$ cat config.mk
export PLATFORM = sky130hd
export DESIGN_NAME = answer_entry
export DESIGN_NICKNAME = d
export VERILOG_FILES = /design/src/rtl/answer_entry_pkg.sv /design/src/rtl/answer_entry_stepper.sv /design/src/rtl/answer_entry.sv
export SDC_FILE = /design/constraint.sdc
export NUM_CORES = 1
export LEC_CHECK = 0
export ABC_CLOCK_PERIOD_IN_PS = 2500
export BUFFER_PORTS_ARGS = -buffer_cell sky130_fd_sc_hd__buf_2
export CAP_MARGIN = 20
export CORE_MARGIN = 1.5
export CORE_UTILIZATION = 35
export CTS_BUF_LIST = sky130_fd_sc_hd__clkbuf_8
export CTS_CLUSTER_DIAMETER = 40
export DETAILED_ROUTE_END_ITERATION = 8
export GPL_TIMING_DRIVEN = 0
export PLACE_DENSITY = 0.53
export SKIP_CTS_REPAIR_TIMING = 1
export SLEW_MARGIN = 0
export SYNTH_ARGS = -nofsm -noshare
export SYNTH_HDL_FRONTEND = slang
export SYNTH_SLANG_ARGS = --single-unit
export TNS_END_PERCENT = 50
$ cat constraint.sdc
create_clock -name CLK -period 2.5 [get_ports CLK]
set_input_delay 0.25 -clock CLK [delete_from_list [all_inputs] [get_ports CLK]]
set_output_delay 0.25 -clock CLK [all_outputs]
set_load 0.1 [all_outputs]
$ cat src/rtl/answer_entry_pkg.sv
// Shared game-state codes, flush-state decode and the entry FSM type for answer_entry.
package answer_entry_pkg;

    localparam logic [3:0] ST_INPUT = 4'b0100;
    localparam logic [3:0] ST_DRAW  = 4'b0110;
    localparam logic [3:0] ST_OUCH  = 4'b1000;
    localparam logic [3:0] ST_GOOD  = 4'b1001;
    localparam logic [3:0] ST_WIN   = 4'b1010;
    localparam logic [3:0] ST_LOSE  = 4'b1011;

    typedef enum logic [1:0] {EDIT, OFFER, DONE} entry_state_t;

    // Round-ending states wipe the entry, the pending answer and the question.
    function automatic logic is_flush(input logic [3:0] state);
        return (state == ST_DRAW) || (state == ST_OUCH) || (state == ST_GOOD) ||
               (state == ST_WIN)  || (state == ST_LOSE);
    endfunction

endpackage

$ cat src/rtl/answer_entry_stepper.sv
// One answer digit: SEL edge detector, wrap-around digit counter and, when
// ANSWER_ENTRY_AUTOREPEAT_EN is defined, a per-channel hold counter for auto-repeat.
module digit_stepper #(
    parameter int DIGIT_W    = 4,
    parameter int MIN_DIGIT  = 1,
    parameter int MAX_DIGIT  = 9,
    parameter int REPEAT_CYC = 16
) (
    input  logic               clk,
    input  logic               rst_n,
    input  logic               sel,
    input  logic               dir,
    input  logic               clear,
    input  logic               enable,
    output logic [DIGIT_W-1:0] digit
);

    localparam logic [DIGIT_W-1:0] MIN_V = DIGIT_W'(MIN_DIGIT);
    localparam logic [DIGIT_W-1:0] MAX_V = DIGIT_W'(MAX_DIGIT);

    if (MIN_DIGIT < 1 || MIN_DIGIT > MAX_DIGIT || MAX_DIGIT >= (1 << DIGIT_W) || REPEAT_CYC < 1)
    begin : g_bad_param
        $error("digit_stepper: illegal digit range or repeat period");
    end

    logic               sel_d_reg;
    logic               step;
    logic [DIGIT_W-1:0] digit_reg;
    logic [DIGIT_W-1:0] digit_next;

    always_ff @(posedge clk or negedge rst_n) begin
        if (!rst_n) begin
            sel_d_reg <= 1'b0;
        end else begin
            sel_d_reg <= sel;
        end
    end

`ifdef ANSWER_ENTRY_AUTOREPEAT_EN
    localparam int HOLD_W = (REPEAT_CYC > 1) ? $clog2(REPEAT_CYC) : 1;
    localparam logic [HOLD_W-1:0] HOLD_LAST = HOLD_W'(REPEAT_CYC - 1);

    logic [HOLD_W-1:0] hold_reg;
    logic              held;
    logic              repeat_hit;

    assign held       = sel & sel_d_reg;
    assign repeat_hit = held && (hold_reg == HOLD_LAST);

    // Counts cycles of continuous hold after the edge; restarts on release or each repeat.
    always_ff @(posedge clk or negedge rst_n) begin
        if (!rst_n) begin
            hold_reg <= '0;
        end else if (!held || repeat_hit) begin
            hold_reg <= '0;
        end else begin
            hold_reg <= hold_reg + 1'b1;
        end
    end

    assign step = (sel & ~sel_d_reg) | repeat_hit;
`else
    assign step = sel & ~sel_d_reg;
`endif

    always_comb begin
        digit_next = digit_reg;
        if (clear) begin
            digit_next = '0;
        end else if (enable && step) begin
            if (!dir) begin
                digit_next = (digit_reg == '0 || digit_reg == MAX_V) ? MIN_V : digit_reg + 1'b1;
            end else begin
                digit_next = (digit_reg == '0 || digit_reg == MIN_V) ? MAX_V : digit_reg - 1'b1;
            end
        end
    end

    always_ff @(posedge clk or negedge rst_n) begin
        if (!rst_n) begin
            digit_reg <= '0;
        end else begin
            digit_reg <= digit_next;
        end
    end

    assign digit = digit_reg;

endmodule

$ cat src/rtl/answer_entry.sv
// Digit-entry block: per-channel steppers, commit/clear control, answer valid/ready offer
// and question register. Optional auto-repeat via ANSWER_ENTRY_AUTOREPEAT_EN.
module answer_entry
    import answer_entry_pkg::*;
#(
    parameter int NUM_CH     = 3,
    parameter int DIGIT_W    = 4,
    parameter int MIN_DIGIT  = 1,
    parameter int MAX_DIGIT  = 9,
    parameter int Q_DIGITS   = 3,
    parameter int REPEAT_CYC = 16
) (
    input  logic                         CLK,
    input  logic                         RST,
    input  logic [3:0]                   STATE,
    input  logic [NUM_CH-1:0]            SEL,
    input  logic                         DIR,
    input  logic                         CLR,
    input  logic                         DEC,
    input  logic [Q_DIGITS*DIGIT_W-1:0]  QUESTION,
    input  logic                         ANS_READY,
    output logic [NUM_CH*DIGIT_W-1:0]    SEG,
    output logic [Q_DIGITS*DIGIT_W-1:0]  SEG_Q,
    output logic [NUM_CH*DIGIT_W-1:0]    ANS,
    output logic                         ANS_VALID,
    output logic                         DEC_ERR,
    output logic                         QUE_OK,
    output logic                         LED
);

    localparam int SEG_W = NUM_CH * DIGIT_W;
    localparam int Q_W   = Q_DIGITS * DIGIT_W;

    entry_state_t     state_reg;
    logic [SEG_W-1:0] digits;
    logic [NUM_CH-1:0] digit_set;
    logic [SEG_W-1:0] ans_reg;
    logic             ans_valid_reg;
    logic             dec_err_reg;
    logic [Q_W-1:0]   question_reg;
    logic             que_ok_reg;
    logic             led_reg;

    logic in_input;
    logic flush;
    logic edit_active;
    logic all_set;
    logic dec_ok;
    logic dec_bad;
    logic clear_digits;
    logic step_enable;

    assign in_input    = (STATE == ST_INPUT);
    assign flush       = is_flush(STATE);
    assign edit_active = (state_reg == EDIT) && in_input;
    assign all_set     = &digit_set;

    // CLR outranks DEC; an accepted DEC freezes the digits so ANS captures the pre-step value.
    assign dec_ok       = edit_active && !CLR && DEC && all_set;
    assign dec_bad      = edit_active && !CLR && DEC && !all_set;
    assign clear_digits = flush || (edit_active && CLR);
    assign step_enable  = edit_active && !dec_ok;

    generate
        for (genvar gi = 0; gi < NUM_CH; gi++) begin : g_ch
            digit_stepper #(
                .DIGIT_W    (DIGIT_W),
                .MIN_DIGIT  (MIN_DIGIT),
                .MAX_DIGIT  (MAX_DIGIT),
                .REPEAT_CYC (REPEAT_CYC)
            ) u_stepper (
                .clk    (CLK),
                .rst_n  (RST),
                .sel    (SEL[gi]),
                .dir    (DIR),
                .clear  (clear_digits),
                .enable (step_enable),
                .digit  (digits[gi*DIGIT_W +: DIGIT_W])
            );
            assign digit_set[gi] = (digits[gi*DIGIT_W +: DIGIT_W] != '0);
        end
    endgenerate

    always_ff @(posedge CLK or negedge RST) begin
        if (!RST) begin
            state_reg     <= EDIT;
            ans_reg       <= '0;
            ans_valid_reg <= 1'b0;
            dec_err_reg   <= 1'b0;
        end else begin
            dec_err_reg <= dec_bad;
            if (flush) begin
                state_reg     <= EDIT;
                ans_reg       <= '0;
                ans_valid_reg <= 1'b0;
            end else begin
                case (state_reg)
                    EDIT: begin
                        if (dec_ok) begin
                            ans_reg       <= digits;
                            ans_valid_reg <= 1'b1;
                            state_reg     <= OFFER;
                        end
                    end
                    OFFER: begin
                        if (ANS_READY) begin
                            ans_valid_reg <= 1'b0;
                            state_reg     <= DONE;
                        end
                    end
                    DONE: begin
                        if (!in_input) begin
                            state_reg <= EDIT;
                        end
                    end
                    default: state_reg <= EDIT;
                endcase
            end
        end
    end

    always_ff @(posedge CLK or negedge RST) begin
        if (!RST) begin
            question_reg <= '0;
            que_ok_reg   <= 1'b0;
            led_reg      <= 1'b0;
        end else begin
            question_reg <= flush ? '0 : QUESTION;
            que_ok_reg   <= (question_reg != '0);
            led_reg      <= que_ok_reg;
        end
    end

    assign SEG       = digits;
    assign SEG_Q     = question_reg;
    assign ANS       = ans_reg;
    assign ANS_VALID = ans_valid_reg;
    assign DEC_ERR   = dec_err_reg;
    assign QUE_OK    = que_ok_reg;
    assign LED       = led_reg;

endmodule
==> flow_metrics.py, run 1 <==
metrics = {
    "global_routing": {
        "grt_first_pass_wirelength_mm": 9.85,
        "overflow": 0,
        "antenna_found_initial": 0,
        "grt.total_usage_pct": 17.0,
        "first_global_vias": 1973,
        "grt_max_degree": 46,
    },
    "timing": {
        "worst_pin_slew_ns": 0.759,
        "drv_slew": 0,
        "maxSlewHeadroom_pct": 49.2,
        "setup_viol": 0,
        "post-route-period-util_pct": 96.1,
        "whs_ns": 0.0786,
        "tns_ns": 0,
        "hold_violations": 0,
        "rsz0062_at_grt": "no",
        "fmax_mhz": 416,
        "layout_min_cycle_time_ns": 2.40,
        "fin_worst_skew_ns": 0.00554,
    },
    "flow_run": {
        "drv_cap": 0,
    },
    "route": {
        "via_count": 2070,
        "vias_per_cell": 5.18,
        "final_antenna_net_count": 0,
        "drc": 0,
        "first_iter_violations": 72,
        "firstDrtPassIters": 4,
        "avgRoutedWirePerCell_um": 15.0,
        "postRouteWirelength_mm": 5.98,
    },
    "power": {
        "p_sw_share_pct": 29.9,
        "clockPowerShare_pct": 34.3,
        "intPower_mw": 1.11,
        "seqPwrFrac_pct": 47.9,
        "cellPowerDensity_mw_per_mm2": 513,
        "leakagePower_nw": 1.47,
        "p_switching_uw": 474,
        "vdd_ir_drop_max_mv": 0.262,
        "power_mw": 1.59,
        "pwr-share-comb_pct": 17.8,
    },
    "critical_path": {
        "r2r-start": "g_ch[1].u_stepper.digit[0]$_DFFE_PN0P_",
        "reg2reg_to": "g_ch[0].u_stepper.digit[1]$_DFFE_PN0P_",
        "required_ns": 2.68,
        "crit_chain": "inv_1 -> ha_1 -> nor3b_2 -> nor4_4 -> buf_4 -> nor4b_4 -> buf_4 -> mux2i_1 -> nor2_1",
        "critical_path.most_common_cell": "buf_4",
        "reg2regPathDepth": 9,
        "end_kind": "flop",
        "cp_max_fo": 8,
        "cp_data_arrival_time_ns": 2.58,
        "reg2reg_slack_ns": 0.1,
        "crit_type": "reg2reg",
        "crit_slowest_cell": "dfrtp_2",
        "critPathLaunchType": "flop",
        "cp_slowest_stage_delay_ns": 0.48,
    },
    "hold_path": {
        "hold_end": "g_ch[0].u_stepper.sel_d_reg$_DFF_PN0_",
        "hold_depth": 1,
        "holdCritPathClass": "in2reg",
        "hp-start": "SEL[0]",
    },
    "final_layout": {
        "n_antenna_cell": 0,
        "drive_gt1_share_pct": 35.0,
        "fin_util_pct": 45.8,
        "stdcell_area_mm2": 0.00309,
        "area_growth_pct": 26.8,
        "fin_nets": 356,
    },
    "synthesis": {
        "syn_nets": 279,
        "synth_commonest_cells": "45 x dfrtp_1, 20 x o21ai_0, 17 x nand3_1",
        "ys_seq_area_share_pct": 46.2,
        "postSynthCellCount": 242,
        "synth_top_area_share_pct": 46.2,
        "synth_edf_count": 0,
        "yosys_warnings": 0,
        "synth_area_leaders": "dfrtp_1 46%, ha_1 6.2%, o21ai_0 4.1%, nand3_1 3.5%, and2_1 3.1%",
        "synth_top_area_cell": "dfrtp_1",
        "synth-seq-cells": 45,
        "syn_area_mm2": 0.00244,
        "avgSynthCellArea_um2": 10.1,
        "async_flop_share_pct": 100,
        "synth-main-ff-cell": "dfrtp_1",
        "ys_types": 54,
        "yosys.cell_count.top_type": "dfrtp_1",
    },
    "cts": {
        "clkTransAtPathRegs_ns": 0.09,
        "cts.sinks": 45,
        "cts_made_buffers": 5,
        "cts_tree": "built",
        "h-tree-depth": 2,
        "insertion_delay_ns": 0.29,
        "clock-root-buffer": "clkbuf_8",
        "clk_path_buf_depth": 2,
    },
    "floorplan": {
        "ios": 65,
        "die_y_um": 86.5,
        "die_x_um": 86.5,
        "design.die.area_mm2": 0.00748,
        "core_mm2": 0.00676,
        "num_rows": 30,
        "start_util_pct": 36.1,
    },
    "place": {
        "port_buffers": 64,
        "placed_area_mm2": 0.00289,
        "dp_hpwl_mm": 4.26,
        "place_congestion": 0.841,
    },
    "outcome": {
        "outcome": "complete, no violations",
    },
}
-- stage by stage --
step           cells  worst slack (ns)
2_1_floorplan    242           0.00557
3_3_place_gp     386           -0.0918
3_5_place_dp     386           -0.0904
4_1_cts          394            -0.147
5_1_grt          400          0.000676
6_report         400            0.0971
-- critical path, delay by kind of cell (launching register included) --
family                   cells  cell delay, ns
multiplexers                 1            0.18
buffers and inverters        3            0.50
flip-flops                   1            0.48
adder cells (fa/ha/maj)      1            0.19
AND/OR/NAND/NOR              4            0.94
-- power groups by stage --
stage | sequential (mW) | combinational (mW) | clock, mW
floorplan | 0.895 | 0.0788 | 0
global placement | 0.774 | 0.276 | 0
detailed placement | 0.774 | 0.274 | 0
CTS | 0.759 | 0.276 | 0.567
global route | 0.763 | 0.302 | 0.603
finish | 0.760 | 0.282 | 0.544
-- metal layers --
metal  share of wire (%)  wire [µm]  global-route usage, %
met1                  50       3010                   24.4
met2                  42       2510                   25.4
met3                 6.7        401                   3.62
met4                0.97         58                   5.57
met5                   0          0                      0
-- worst max path at each step --
stage	slack [ns]	to	cells after the start	start
2_1_floorplan	0.006	ANS[3]$_DFFE_PN0P_	8	g_ch[0].u_stepper.digit[0]$_DFFE_PN0P_
3_3_place_gp	-0.09	g_ch[1].u_stepper.digit[2]$_DFFE_PN0P_	7	g_ch[1].u_stepper.digit[0]$_DFFE_PN0P_
3_5_place_dp	-0.09	ANS[6]$_DFFE_PN0P_	8	g_ch[2].u_stepper.digit[0]$_DFFE_PN0P_
4_1_cts	-0.15	g_ch[1].u_stepper.digit[2]$_DFFE_PN0P_	7	g_ch[1].u_stepper.digit[0]$_DFFE_PN0P_
5_1_grt	0.0007	g_ch[1].u_stepper.digit[2]$_DFFE_PN0P_	8	g_ch[1].u_stepper.digit[0]$_DFFE_PN0P_
6_report	0.1	g_ch[0].u_stepper.digit[1]$_DFFE_PN0P_	9	g_ch[1].u_stepper.digit[0]$_DFFE_PN0P_
-- cell usage in the layout, fill, tap and decap left out, drive strengths merged, types with 8 or more instances in the layout --
| cell type | count |
|---|---|
| a21oi | 10 |
| clkbuf | 13 |
| dfrtp | 45 |
| ha | 12 |
| nor2 | 8 |
| inv | 16 |
| nand3 | 17 |
| and2 | 12 |
| nand2 | 9 |
| nor3 | 9 |
| buf | 75 |
| o21ai | 21 |
-- final cells by class --
cell class | instances | area [µm²]
inverters | 16 | 63.8
flip-flops and latches | 45 | 1140
fillers | 663 | 3660
clock buffers | 5 | 68.8
plain buffers | 14 | 67.6
repair buffers | 70 | 388
well taps | 80 | 100
clock inverters | 3 | 38.8
multi-input cells | 167 | 1220
-- cells by family after synthesis --
logic type | count (synthesis) | share of synthesized area (%)
AO/OA/AOI/OAI | 63 | 17.6
AND/OR/NAND/NOR | 86 | 22.4
buffers and inverters | 30 | 5.18
adder cells (fa/ha/maj) | 12 | 6.16
multiplexers | 6 | 2.51
flip-flops | 45 | 46.2
(Power assumes the default switching activity.)
==> run 2: changes to the inputs <==
- ABC_AREA: not set -> 1
- PLACE_DENSITY: 0.53 -> 0.52
- SKIP_LAST_GASP: not set -> 1
==> flow_metrics.py, run 2 <==
metrics = {
    "outcome": {
        "outcome": "complete, no violations",
    },
    "synthesis": {
        "synth-seq-cells": 45,
        "synth_top_area_cell": "dfrtp_1",
        "async_flop_share_pct": 100,
        "synth-main-ff-cell": "dfrtp_1",
        "yosys_warnings": 0,
        "synth_area_leaders": "dfrtp_1 41%, nand2_1 9.3%, nand3_1 6.8%, ha_1 5.5%, inv_1 5.5%",
        "synth_commonest_cells": "67 x nand2_1, 45 x dfrtp_1, 40 x inv_1",
        "avgSynthCellArea_um2": 8.36,
        "yosys.cell_count.top_type": "nand2_1",
        "syn_nets": 362,
        "synth_top_area_share_pct": 41.4,
        "ys_types": 31,
        "synth_edf_count": 0,
        "ys_seq_area_share_pct": 41.4,
        "syn_area_mm2": 0.00272,
        "postSynthCellCount": 325,
    },
    "hold_path": {
        "holdCritPathClass": "in2reg",
    },
    "timing": {
        "fin_ws_ns": 0.595,
        "whs_ns": 0.0607,
        "worst_pin_slew_ns": 0.500,
        "post-route-period-util_pct": 76.2,
        "tns_ns": 0,
        "layout_min_cycle_time_ns": 1.91,
        "rsz0062_at_grt": "no",
        "maxSlewHeadroom_pct": 66.9,
        "setup_viol": 0,
        "fmax_mhz": 525,
        "drv_slew": 0,
        "fin_worst_skew_ns": 0.00524,
        "hold_violations": 0,
    },
    "place": {
        "place_congestion": 0.855,
        "port_buffers": 63,
        "placedCellCount": 487,
        "dp_hpwl_mm": 4.65,
        "preCtsSetupSlack_ns": 0.594,
    },
    "floorplan": {
        "start_util_pct": 36.9,
        "core_mm2": 0.00737,
        "die_y_um": 91.1,
        "die_x_um": 91.1,
        "design.die.area_mm2": 0.00830,
        "num_rows": 31,
        "ios": 65,
    },
    "critical_path": {
        "cp_slowest_stage_delay_ns": 0.53,
        "cpLargestDelayFamily": "simple AND/OR/NAND/NOR gates",
        "critPathLaunchType": "flop",
        "crit_chain": "inv_1 -> ha_1 -> nand2_2 -> nand2_2 -> nor2_4 -> nand2_4 -> buf_8 -> nand3_4 -> nand2_2 -> nand2_1 -> nand2_1",
        "critical_path.most_common_cell": "nand2_2",
        "crit_type": "reg2reg",
        "crit_slowest_cell": "dfrtp_1",
        "required_ns": 2.70,
        "cp_data_arrival_time_ns": 2.11,
        "end_kind": "flop",
        "cp_max_fo": 10,
        "crit_buf_inv": 2,
    },
    "cts": {
        "clk_path_buf_depth": 2,
        "h-tree-depth": 2,
        "cts_tree": "built",
        "cts.sinks": 45,
        "cts_made_buffers": 5,
        "clkTransAtPathRegs_ns": 0.09,
        "clock-root-buffer": "clkbuf_8",
        "insertion_delay_ns": 0.31,
    },
    "power": {
        "leakagePower_nw": 1.78,
        "vdd_ir_drop_max_mv": 0.492,
        "cellPowerDensity_mw_per_mm2": 866,
    },
    "global_routing": {
        "antenna_found_initial": 0,
        "grt.total_usage_pct": 16.2,
        "grt_first_pass_wirelength_mm": 10.8,
        "grt_max_degree": 46,
        "overflow": 0,
        "first_global_vias": 2254,
    },
    "final_layout": {
        "area_growth_pct": 21.7,
        "n_antenna_cell": 0,
        "fin_nets": 434,
        "n_fill_cell": 733,
        "fin_cells": 497,
        "drive_gt1_share_pct": 31.4,
        "final_cell_mix": "67 x nand2_1, 67 x buf_2, 45 x dfrtp_1, 40 x inv_1, 37 x nand3_1",
    },
    "flow_run": {
        "drv_cap": 0,
    },
    "route": {
        "drc": 0,
        "first_iter_violations": 116,
        "vias_per_cell": 4.66,
        "avgRoutedWirePerCell_um": 12.7,
        "firstDrtPassIters": 4,
        "via_count": 2315,
        "postRouteWirelength_mm": 6.30,
        "final_antenna_net_count": 0,
    },
}
run 2: cell types whose count changed after synthesis, moves of 6 or more:
cell      before  now
nand4_1        0    7
nand2b_1       6    0
inv_1         16   40
clkbuf_1       8    1
nor2_4         0    7
o21ai_0       20   10
nand3_2        0    6
nand3_1       17   37
and2_1        12    2
nand2_1        9   67
o21ai_2        0   12
nor2_1         8   33
nor3_1         8    1
run 2: final cells by class:
cell class	instances	area, µm²	area share [%]
Multi-Input combinational cell	227	1340	40.4
Sequential cell	45	1130	34.1
Timing Repair Buffer	65	345	10.4
Inverter	42	158	4.77
Tap cell	99	124	3.75
Buffer	11	96.3	2.91
Clock buffer	6	82.6	2.50
Clock inverter	2	37.5	1.14
run 2: path summary, 6_finish.rpt:
| check | start | to | slack, ns | depth (start not counted) |
|---|---|---|---|---|
| max in group asynchronous | RST | ANS[8]$_DFFE_PN0P_ | 1.60 | 3 |
| setup / recovery | g_ch[2].u_stepper.digit[0]$_DFFE_PN0P_ | g_ch[2].u_stepper.digit[2]$_DFFE_PN0P_ | 0.59 | 11 |
| min in group asynchronous | RST | g_ch[1].u_stepper.sel_d_reg$_DFF_PN0_ | 0.40 | 2 |
| hold / removal | SEL[1] | g_ch[1].u_stepper.sel_d_reg$_DFF_PN0_ | 0.06 | 1 |
| hold reg to reg | QUE_OK$_DFF_PN0_ | LED$_DFF_PN0_ | 0.38 | 0 |
| setup reg to reg | g_ch[2].u_stepper.digit[0]$_DFFE_PN0P_ | g_ch[2].u_stepper.digit[2]$_DFFE_PN0P_ | 0.59 | 11 |
run 2: logic make-up after synthesis:
kind of cell | Yosys count | share of synthesized area, %
DFF | 45 | 41.4
and+or+nand+nor | 179 | 34.4
buffers and inverters | 53 | 9.35
xor gates and xnor gates | 6 | 1.93
AOI/OAI and AO/OA | 30 | 7.32
adders and majority gates | 12 | 5.52
run 2: routing by layer:
layer | vias up | part of all wire [%] | track usage (%)
met3 | 8 | 4.7 | 2.93
met4 | 0 | 1.2 | 4.69
met1 | 1064 | 47 | 21.8
met2 | 64 | 47 | 26.5
li1 | 1179 | - | -
met5 | - | 0 | 0
run 2: per-stage QoR:
stage / util [%] / instance area [µm²] / power [mW]
floorplan: - / 2720 / 2.02
global placement: 42.8 / 3160 / 2.28
global route: 44.9 / 3310 / 3.08
CTS: 44.5 / 3280 / 2.88
detailed placement: 42.8 / 3160 / 2.28
finish: 44.9 / 3310 / 2.86
run 2: power breakdown:
part	leakage (nW)	switching [mW]	total (mW)	internal [mW]
registers	0.580	0.0948	0.893	0.798
clock network	0.0574	0.264	0.589	0.325
logic	1.14	1.04	1.38	0.339
==> run 3: changes to the inputs <==
- ABC_AREA: 1 -> 0
- ABC_CLOCK_PERIOD_IN_PS: 2500 -> 2000
- PLACE_DENSITY: 0.52 -> 0.53
- clock period: 2.5 -> 2 ns (I/O delays scaled with it)
==> flow_metrics.py, run 3 (synthesis results as in run 1) <==
metrics = {
    "outcome": {
        "outcome": "complete, but fails checks",
        "violations": "setup timing",
    },
    "cts": {
        "h-tree-depth": 2,
        "clk_path_buf_depth": 2,
        "cts.sinks": 45,
        "clock-root-buffer": "clkbuf_8",
        "cts_made_buffers": 5,
        "insertion_delay_ns": 0.31,
        "clkTransAtPathRegs_ns": 0.10,
        "cts_tree": "built",
    },
    "global_routing": {
        "grt.busiest_layer": "met1",
        "first_global_vias": 1872,
        "overflow": 0,
        "grt_max_degree": 46,
        "grt_first_pass_wirelength_mm": 9.52,
        "met1_usage_pct": 24.5,
        "antenna_found_initial": 0,
        "grt.total_usage_pct": 16.5,
        "grt_util_met2_pct": 23.9,
        "met3_usage_pct": 3.62,
    },
    "floorplan": {
        "num_rows": 30,
        "design.die.area_mm2": 0.00748,
        "die_y_um": 86.5,
        "ios": 65,
        "core_mm2": 0.00676,
        "start_util_pct": 36.1,
        "die_x_um": 86.5,
    },
    "critical_path": {
        "cp_data_arrival_time_ns": 2.35,
        "reg2reg_slack_ns": -0.16,
        "cp_max_fo": 10,
        "crit_type": "reg2reg",
        "crit_slowest_cell": "nor4_4",
        "reg2reg_to": "ANS[7]$_DFFE_PN0P_",
        "crit_buf_inv": 2,
        "required_ns": 2.19,
        "critPathLaunchType": "flop",
        "end_kind": "flop",
        "reg2regPathDepth": 8,
        "crit_chain": "inv_6 -> ha_4 -> nor3b_4 -> nor4_4 -> nand2b_1 -> clkbuf_8 -> nand3_1 -> o21ai_1",
        "r2r-start": "g_ch[0].u_stepper.digit[0]$_DFFE_PN0P_",
        "cpLargestDelayFamily": "simple AND/OR/NAND/NOR gates",
        "cp_slowest_stage_delay_ns": 0.61,
    },
    "route": {
        "avgRoutedWirePerCell_um": 15.0,
        "postRouteWirelength_mm": 6.19,
        "final_antenna_net_count": 0,
        "via_count": 2123,
        "first_iter_violations": 100,
        "drc": 0,
        "vias_per_cell": 5.15,
        "firstDrtPassIters": 4,
    },
    "hold_path": {
        "hp-start": "SEL[1]",
        "holdCritPathClass": "in2reg",
        "hold_depth": 1,
        "hold_end": "g_ch[1].u_stepper.sel_d_reg$_DFF_PN0_",
    },
    "final_layout": {
        "area_growth_pct": 36.4,
        "drive_gt1_share_pct": 43.1,
        "final_cell_mix": "68 x buf_2, 34 x dfrtp_1, 16 x buf_4, 14 x nand3_1",
        "stdcell_area_mm2": 0.00333,
        "layout_commonest_cell": "buf_2",
        "fin_nets": 368,
        "fin_cells": 412,
        "n_antenna_cell": 0,
    },
    "timing": {
        "rsz0062_at_grt": "yes",
        "worst_pin_slew_ns": 0.823,
        "fin_worst_skew_ns": 0.0103,
        "fin_ws_ns": -0.162,
        "setup_viol": 23,
        "hold_violations": 0,
        "post-route-period-util_pct": 108,
        "maxSlewHeadroom_pct": 44.9,
        "tns_ns": -2.31,
        "drv_slew": 0,
        "layout_min_cycle_time_ns": 2.16,
        "fmax_mhz": 463,
    },
    "place": {
        "placed_area_mm2": 0.00298,
        "place_congestion": 0.806,
        "dp_hpwl_mm": 4.31,
        "port_buffers": 64,
        "placedCellCount": 386,
    },
    "power": {
        "seqPwrFrac_pct": 46.1,
        "vdd_ir_drop_max_mv": 0.329,
        "intPower_mw": 1.44,
        "p_sw_share_pct": 30.0,
        "cellPowerDensity_mw_per_mm2": 619,
        "leakagePower_nw": 1.55,
        "p_switching_uw": 618,
        "pwr-share-comb_pct": 18.1,
        "clockPowerShare_pct": 35.7,
        "power_mw": 2.06,
    },
    "flow_run": {
        "drv_cap": 0,
    },
}
-- run 3: cell types whose count changed in the layout (fill, tap and decap cells not counted), sizes merged, moves of 10 or more --
cell	delta
and2	+10
buf	+13
inv	-26
nand2	-65
nand3	-30
nor2	-36
-- run 3: layout make-up --
cell class	instances	area (µm²)
Multi-Input combinational cell	167	1320
Fill cell	656	3430
Clock inverter	2	37.5
Sequential cell	45	1150
Tap cell	80	100
Clock buffer	6	82.6
Inverter	16	77.6
Timing Repair Buffer	82	470
Buffer	14	86.3
-- run 3: metrics by stage --
stage	hold slack [ns]	utilization (%)	worst slack (ns)
after global placement	0.338	44.2	-0.297
after CTS	0.0221	45.9	-0.231
final	0.0282	49.2	-0.162
after floorplan	-0.0956	-	-0.178
after detailed placement	0.341	44.2	-0.261
after global routing	0.0224	49.2	-0.282
-- run 3: worst register-to-register path, cell delays in order, from the launching register on --
cell,delay (ns)
dfrtp_4,0.48
inv_6,0.05
ha_4,0.16
nor3b_4,0.16
nor4_4,0.61
nand2b_1,0.22
clkbuf_8,0.22
nand3_1,0.08
o21ai_1,0.07
-- run 3: layer usage --
metal	part of all wire, %	up-vias
li1	-	1060
met1	50	989
met2	43	69
met3	5.9	5
met4	1.2	0
met5	0	-
-- run 3: how the worst max path moves through the flow --
stage	depth (start not counted)	slack, ns	to	start
after global placement	6	-0.30	g_ch[1].u_stepper.digit[2]$_DFFE_PN0P_	STATE[2]
after detailed placement	7	-0.26	g_ch[1].u_stepper.digit[2]$_DFFE_PN0P_	STATE[0]
after floorplan	8	-0.18	ANS[10]$_DFFE_PN0P_	g_ch[0].u_stepper.digit[0]$_DFFE_PN0P_
after global routing	8	-0.28	ANS[9]$_DFFE_PN0P_	g_ch[0].u_stepper.digit[0]$_DFFE_PN0P_
after CTS	8	-0.23	ANS[11]$_DFFE_PN0P_	g_ch[0].u_stepper.digit[0]$_DFFE_PN0P_
final	8	-0.16	ANS[7]$_DFFE_PN0P_	g_ch[0].u_stepper.digit[0]$_DFFE_PN0P_
-- run 3: power by group through the flow --
stage | Combinational (mW) | Clock [mW] | Sequential (mW)
global placement | 0.353 | 0 | 0.970
finish | 0.373 | 0.736 | 0.950
CTS | 0.353 | 0.762 | 0.951
detailed placement | 0.352 | 0 | 0.970
floorplan | 0.104 | 0 | 1.12
global route | 0.399 | 0.793 | 0.952
